[src/rtl/vec_subtracter.sv]
// vec_subtracter
//   Multi-lane signed subtracter with a valid/ready pipeline of STAGES
//   register stages. All arithmetic happens in the first stage at DATA_W+1
//   bits; later stages only carry the result and saturation flags forward.
//
// Ports
//   clk        : clock, rising edge
//   rst        : asynchronous active-high reset
//   in_valid   : input beat present
//   in_ready   : input beat accepted this cycle (0 while rst=1)
//   in_mode    : 00 a-b wrap, 01 a-b saturate, 10 |a-b|, 11 b-a
//   data_a     : packed signed minuends, lane l at [l*DATA_W +: DATA_W]
//   data_b     : packed signed subtrahends, same packing
//   out_valid  : result beat present
//   out_ready  : downstream accepts result beat
//   result     : packed per-lane results, lane l at [l*(DATA_W+1) +: DATA_W+1]
//   sat_flag   : per-lane clamp indication (mode 01 only)
//   beat_cnt   : number of delivered result beats, wraps at 16 bits
module vec_subtracter #(
    parameter int DATA_W = 8,
    parameter int LANES  = 4,
    parameter int STAGES = 2
) (
    input  logic                          clk,
    input  logic                          rst,
    input  logic                          in_valid,
    output logic                          in_ready,
    input  logic [1:0]                    in_mode,
    input  logic [LANES*DATA_W-1:0]       data_a,
    input  logic [LANES*DATA_W-1:0]       data_b,
    output logic                          out_valid,
    input  logic                          out_ready,
    output logic [LANES*(DATA_W+1)-1:0]   result,
    output logic [LANES-1:0]              sat_flag,
    output logic [15:0]                   beat_cnt
);

    localparam int RW = DATA_W + 1;
    localparam int VW = LANES * RW;

    localparam logic signed [DATA_W:0] SAT_MAX = {2'b00, {(DATA_W-1){1'b1}}};
    localparam logic signed [DATA_W:0] SAT_MIN = {2'b11, {(DATA_W-1){1'b0}}};

    typedef enum logic [1:0] {
        MODE_WRAP = 2'b00,
        MODE_SAT  = 2'b01,
        MODE_ABS  = 2'b10,
        MODE_REV  = 2'b11
    } mode_e;

    logic [STAGES-1:0]  valid_q;
    logic [STAGES-1:0]  load;
    logic [VW-1:0]      res_q [STAGES];
    logic [LANES-1:0]   sat_q [STAGES];
    logic [15:0]        cnt_q;

    logic [VW-1:0]      res_d;
    logic [LANES-1:0]   sat_d;
    logic               accept;
    logic               all_full;

    logic signed [DATA_W:0] a_x;
    logic signed [DATA_W:0] b_x;
    logic signed [DATA_W:0] diff;
    logic signed [DATA_W:0] lane_r;

    // Stage k may load iff some stage at or after k has a free slot, or the
    // output drains this cycle. Flattened from the recursive form
    // load[k] = !valid[k] | load[k+1] to avoid a self-referencing vector.
    always_comb begin
        load     = '0;
        all_full = 1'b1;
        for (int unsigned k = 0; k < STAGES; k++) begin
            all_full = 1'b1;
            for (int unsigned j = k; j < STAGES; j++) begin
                all_full = all_full & valid_q[j];
            end
            load[k] = ~all_full | out_ready;
        end
    end

    assign in_ready = load[0] & ~rst;
    assign accept   = in_valid & in_ready;

    // Per-lane arithmetic at DATA_W+1 bits after sign extension.
    always_comb begin
        res_d  = '0;
        sat_d  = '0;
        a_x    = '0;
        b_x    = '0;
        diff   = '0;
        lane_r = '0;
        for (int unsigned l = 0; l < LANES; l++) begin
            a_x  = {data_a[l*DATA_W + DATA_W - 1], data_a[l*DATA_W +: DATA_W]};
            b_x  = {data_b[l*DATA_W + DATA_W - 1], data_b[l*DATA_W +: DATA_W]};
            diff = a_x - b_x;
            case (mode_e'(in_mode))
                MODE_WRAP: lane_r = diff;
                MODE_SAT: begin
                    // Top two bits differ exactly when a-b leaves DATA_W range.
                    if (diff[DATA_W] != diff[DATA_W-1]) begin
                        lane_r   = diff[DATA_W] ? SAT_MIN : SAT_MAX;
                        sat_d[l] = 1'b1;
                    end else begin
                        lane_r = diff;
                    end
                end
                MODE_ABS:  lane_r = diff[DATA_W] ? -diff : diff;
                MODE_REV:  lane_r = b_x - a_x;
                default:   lane_r = diff;
            endcase
            res_d[l*RW +: RW] = lane_r;
        end
    end

    // Data registers only capture when a valid beat moves in, so the output
    // holds its last delivered value while out_valid is low.
    always_ff @(posedge clk or posedge rst) begin
        if (rst) begin
            valid_q <= '0;
            cnt_q   <= '0;
            for (int unsigned k = 0; k < STAGES; k++) begin
                res_q[k] <= '0;
                sat_q[k] <= '0;
            end
        end else begin
            if (load[0]) begin
                valid_q[0] <= accept;
            end
            if (accept) begin
                res_q[0] <= res_d;
                sat_q[0] <= sat_d;
            end
            for (int unsigned k = 1; k < STAGES; k++) begin
                if (load[k]) begin
                    valid_q[k] <= valid_q[k-1];
                end
                if (load[k] && valid_q[k-1]) begin
                    res_q[k] <= res_q[k-1];
                    sat_q[k] <= sat_q[k-1];
                end
            end
            if (valid_q[STAGES-1] && out_ready) begin
                cnt_q <= cnt_q + 16'd1;
            end
        end
    end

    assign out_valid = valid_q[STAGES-1];
    assign result    = res_q[STAGES-1];
    assign sat_flag  = sat_q[STAGES-1];
    assign beat_cnt  = cnt_q;

endmodule

[config.mk]
export PLATFORM = sky130hd
export DESIGN_NAME = vec_subtracter
export DESIGN_NICKNAME = d
export VERILOG_FILES = /design/src/rtl/vec_subtracter.sv
export SDC_FILE = /design/constraint.sdc
export NUM_CORES = 1
export LEC_CHECK = 0
export CAP_MARGIN = 15
export CORE_AREA = 2 2 127 129
export DETAILED_ROUTE_END_ITERATION = 6
export DIE_AREA = 0 0 129 131
export MAX_ROUTING_LAYER = met4
export PLACE_DENSITY = 0.9
export SLEW_MARGIN = 10
export SYNTH_ARGS = -nofsm -noshare
export SYNTH_HDL_FRONTEND = slang
export SYNTH_SLANG_ARGS = --single-unit
[constraint.sdc]
create_clock -name clk -period 3.8 [get_ports clk]
set_input_delay 0.76 -clock clk [delete_from_list [all_inputs] [get_ports clk]]
set_output_delay 0.76 -clock clk [all_outputs]
set_load 0.01 [all_outputs]
==> flow_metrics.tcl <==
set metrics [dict create \
    status "complete, no violations" \
    ctsResizeCount 0 \
    grt_pass1_vias 7083 \
    grt_usage_pct 24.9 \
    die-area_um2 16900 \
    drt_iter0_markers 544 \
    holdPathEnd "sat_q[5]" \
    worst_slew_pin_slew_ns 0.706 \
    synth_edf_count 0 \
    grt_pass1_wl_mm 33.1 \
    layout-drive-gt1-share_pct 10.9 \
    syn_inst 978 \
    seqCellArea_um2 2450 \
    r2r_setup_slack_ns 1.36 \
    ys_warn_count 0 \
    start_util_pct 54.8 \
    worstHoldPathType "flip-flop to flip-flop" \
    total_power_uw 4410 \
    reg2regPathDepth 7 \
    worstHoldPathCells 2 \
    crit_path_max_fanout 10 \
    synth-async-reset-ratio_pct 100 \
    cp.required_ns 4.02 \
    worst-path-buf-inv 3 \
    worstHoldStart "sat_q[5]" \
    critPathArrivalTime_ns 3.61 \
    powerDensity_nw_per_um2 434 \
    r2r_end "res_q[56]" \
    via_count 7373 \
    fp.coreArea_um2 15600 \
    yosysTopAreaCellShare_pct 28.7 \
    port_buffers 127 \
    root_buffer "clkbuf_16" \
    maxCapViolCount 0 \
    fin_crit_sh_pct 89.2 \
    synth_top_area_cell "dfrtp_1" \
    finalWirelength_mm 20.3 \
    num_antenna_cells 0 \
    setup_violations 0 \
    ios 128 \
    post_cts.repair.setup_buffers 0 \
    clk_pin_slew_ns 0.07 \
    area_growth_pct 18.7 \
    antenna_found_initial 0 \
    slew_headroom_pct 52.8 \
    fmaxAchievable_ghz 0.295 \
    endpoint_kind "flip-flop" \
    ir_worst_vdd_uv 233 \
    ys_seq_area_share_pct 28.7 \
    crit_type "input port to flip-flop" \
    die_w_um 129 \
    place_congestion 0.936 \
    rows 46 \
    wl_per_cell_um 15.8 \
    multi_input_area_um2 5250 \
    ys_seq_elements 98 \
    cts_sinks 98 \
    cts_max_level 3 \
    cts_tree "yes" \
    rsz0062_at_grt "no" \
    via_per_inst 5.76 \
    setup_tns_ns 0 \
    syn_area_per_cell_um2 8.74 \
    gr-total-overflow 0 \
    cpPeakStageDelay_ns 0.42 \
    drc_errors 0 \
    finalMaxSlewViolations 0 \
    synthTopCellsByArea "dfrtp_1 (29%), ha_1 (10%), mux2_2 (5.4%)" \
    grt_max_degree 88 \
    insertion_delay_ns 0.34 \
    cp_top_family "compound AO/OA/AOI/OAI gates" \
    crit_chain "clkdlybuf4s50_1, inv_1, ha_1, inv_1, fa_1, a21o_1, a221oi_4, a32oi_2, maj3_1, a222oi_1, a21oi_1" \
    fin_nets 1207 \
    die_y_um 131 \
    clock_skew_ns 0.00402 \
    finalCriticalPeriod_ns 3.39 \
    hold_viol 0 \
    slowest_stage "clkdlybuf4s50_1" \
    ys_types 86 \
    syn-num-nets 1125 \
    r2r-start "valid_q[1]" \
    hold_buffers 0 \
    first_pass_iters 7 \
    synthFlopType "dfrtp_1" \
    worstSetupStartpointType "input port" \
    leakage_uw 0.00445 \
    cts_buffers 9 \
    syn_area_um2 8540 \
    ant_nets 0 \
    path_common_cell "inv_1" \
    n_fill_cell 1297 \
    clock_tree.buffer_depth 2 \
    dp_hpwl_mm 15.5 \
]
-- registers in the layout, summed over array words and instances, names as in the netlist --
register / count
sat_q: 4
res_q: 36
sat_flag: 4
result: 36
valid_q: 2
beat_cnt: 16
-- where the power goes --
part           internal [µW]  switching, µW  leakage [µW]
Clock                    545            374      0.000145
Sequential              1340            197       0.00119
Combinational           1010            939       0.00312
Total                   2900           1510       0.00445
-- Yosys cell counts, drive strengths merged (6+ instances only) --
cell type and number:
nand2b 20, mux2 42, o21a 14, o31ai 7, nor2 58, clkbuf 34
a21oi 64, a211oi 7, buf 56, xnor2 46, o21ai 55, and3 6
nand2 74, nor2b 17, nand3 24, a21o 14, maj3 9, inv 82
dfrtp 98, a31oi 21, o22ai 15, nor3 10, xor2 30, ha 69
o221ai 6, a221oi 7, fa 8
-- cells by family after synthesis --
group,count (synthesis),synth area share (%)
buffers and inverters,173,9.83
adder cells (fa/ha/maj),86,13.0
AND/OR/NAND/NOR,241,14.0
XOR/XNOR,76,7.97
AO/OA/AOI/OAI,257,20.3
multiplexers,47,6.12
flip-flops,98,28.7
-- layout make-up --
cell class | count | area share, %
tap | 216 | 2.66
clock buffer | 12 | 2.53
timing repair buffer | 161 | 15.2
sequential | 98 | 24.2
multi-input combinational | 707 | 51.8
inverter | 83 | 3.10
clock inverter | 4 | 0.493
-- stage by stage --
stage | instance area (µm²) | instances | utilization [%] | worst slack, ns | hold WS [ns]
finish | 10100 | 1281 | 65.0 | 0.410 | 0.480
CTS | 10100 | 1280 | 64.9 | 0.421 | 0.481
global placement | 9810 | 1264 | 62.9 | 0.162 | 0.453
floorplan | 8540 | 978 | - | 0.478 | 0.435
global route | 10100 | 1281 | 65.0 | 0.165 | 0.502
detailed placement | 9810 | 1264 | 62.9 | 0.0717 | 0.467
-- worst min-delay path, stage by stage, from the launching register on --
cell,delay (ns)
dfrtp_1,0.34
nand2_1,0.04
o21ai_0,0.06
-- worst max path at each step --
stage	startpoint	slack, ns	endpoint	depth (start not counted)
2_1_floorplan	rst	0.48	beat_cnt[0]	1
3_3_place_gp	data_a[8]	0.16	res_q[49]	13
3_5_place_dp	data_a[8]	0.07	res_q[49]	13
4_1_cts	data_a[8]	0.42	res_q[46]	11
5_1_grt	data_a[8]	0.16	res_q[49]	13
6_report	data_a[8]	0.41	res_q[46]	11
-- metal layers --
layer	wire, µm	track usage [%]	vias up
met2	9900	41.7	282
li1	-	-	3544
met3	1360	3.22	43
met1	8520	31.1	3504
met4	509	9.14	0
met5	0	-	-
-- cell usage in the layout (no fill, tap or decap), types with 4 or more instances in the layout --
cell,count
nor4_1,4
mux2_2,41
and3_1,6
o21a_1,13
inv_1,80
o211ai_1,5
o21ai_0,48
and2_1,5
o221ai_1,6
o31ai_1,7
a31oi_1,18
dfrtp_1,98
nor3_1,9
maj3_1,9
xnor2_1,45
nand3_1,23
clkdlybuf4s50_1,127
a221oi_1,6
ha_1,69
a21o_1,14
clkbuf_16,9
a21oi_1,63
nor2b_1,17
buf_4,33
o21bai_1,4
o22ai_1,15
nand2b_1,20
or3_1,4
xor2_1,29
nor2_1,56
a211oi_1,6
fa_1,8
mux2i_1,5
o21ai_1,7
nand2_1,72
Power figures use the tool's default switching activity.
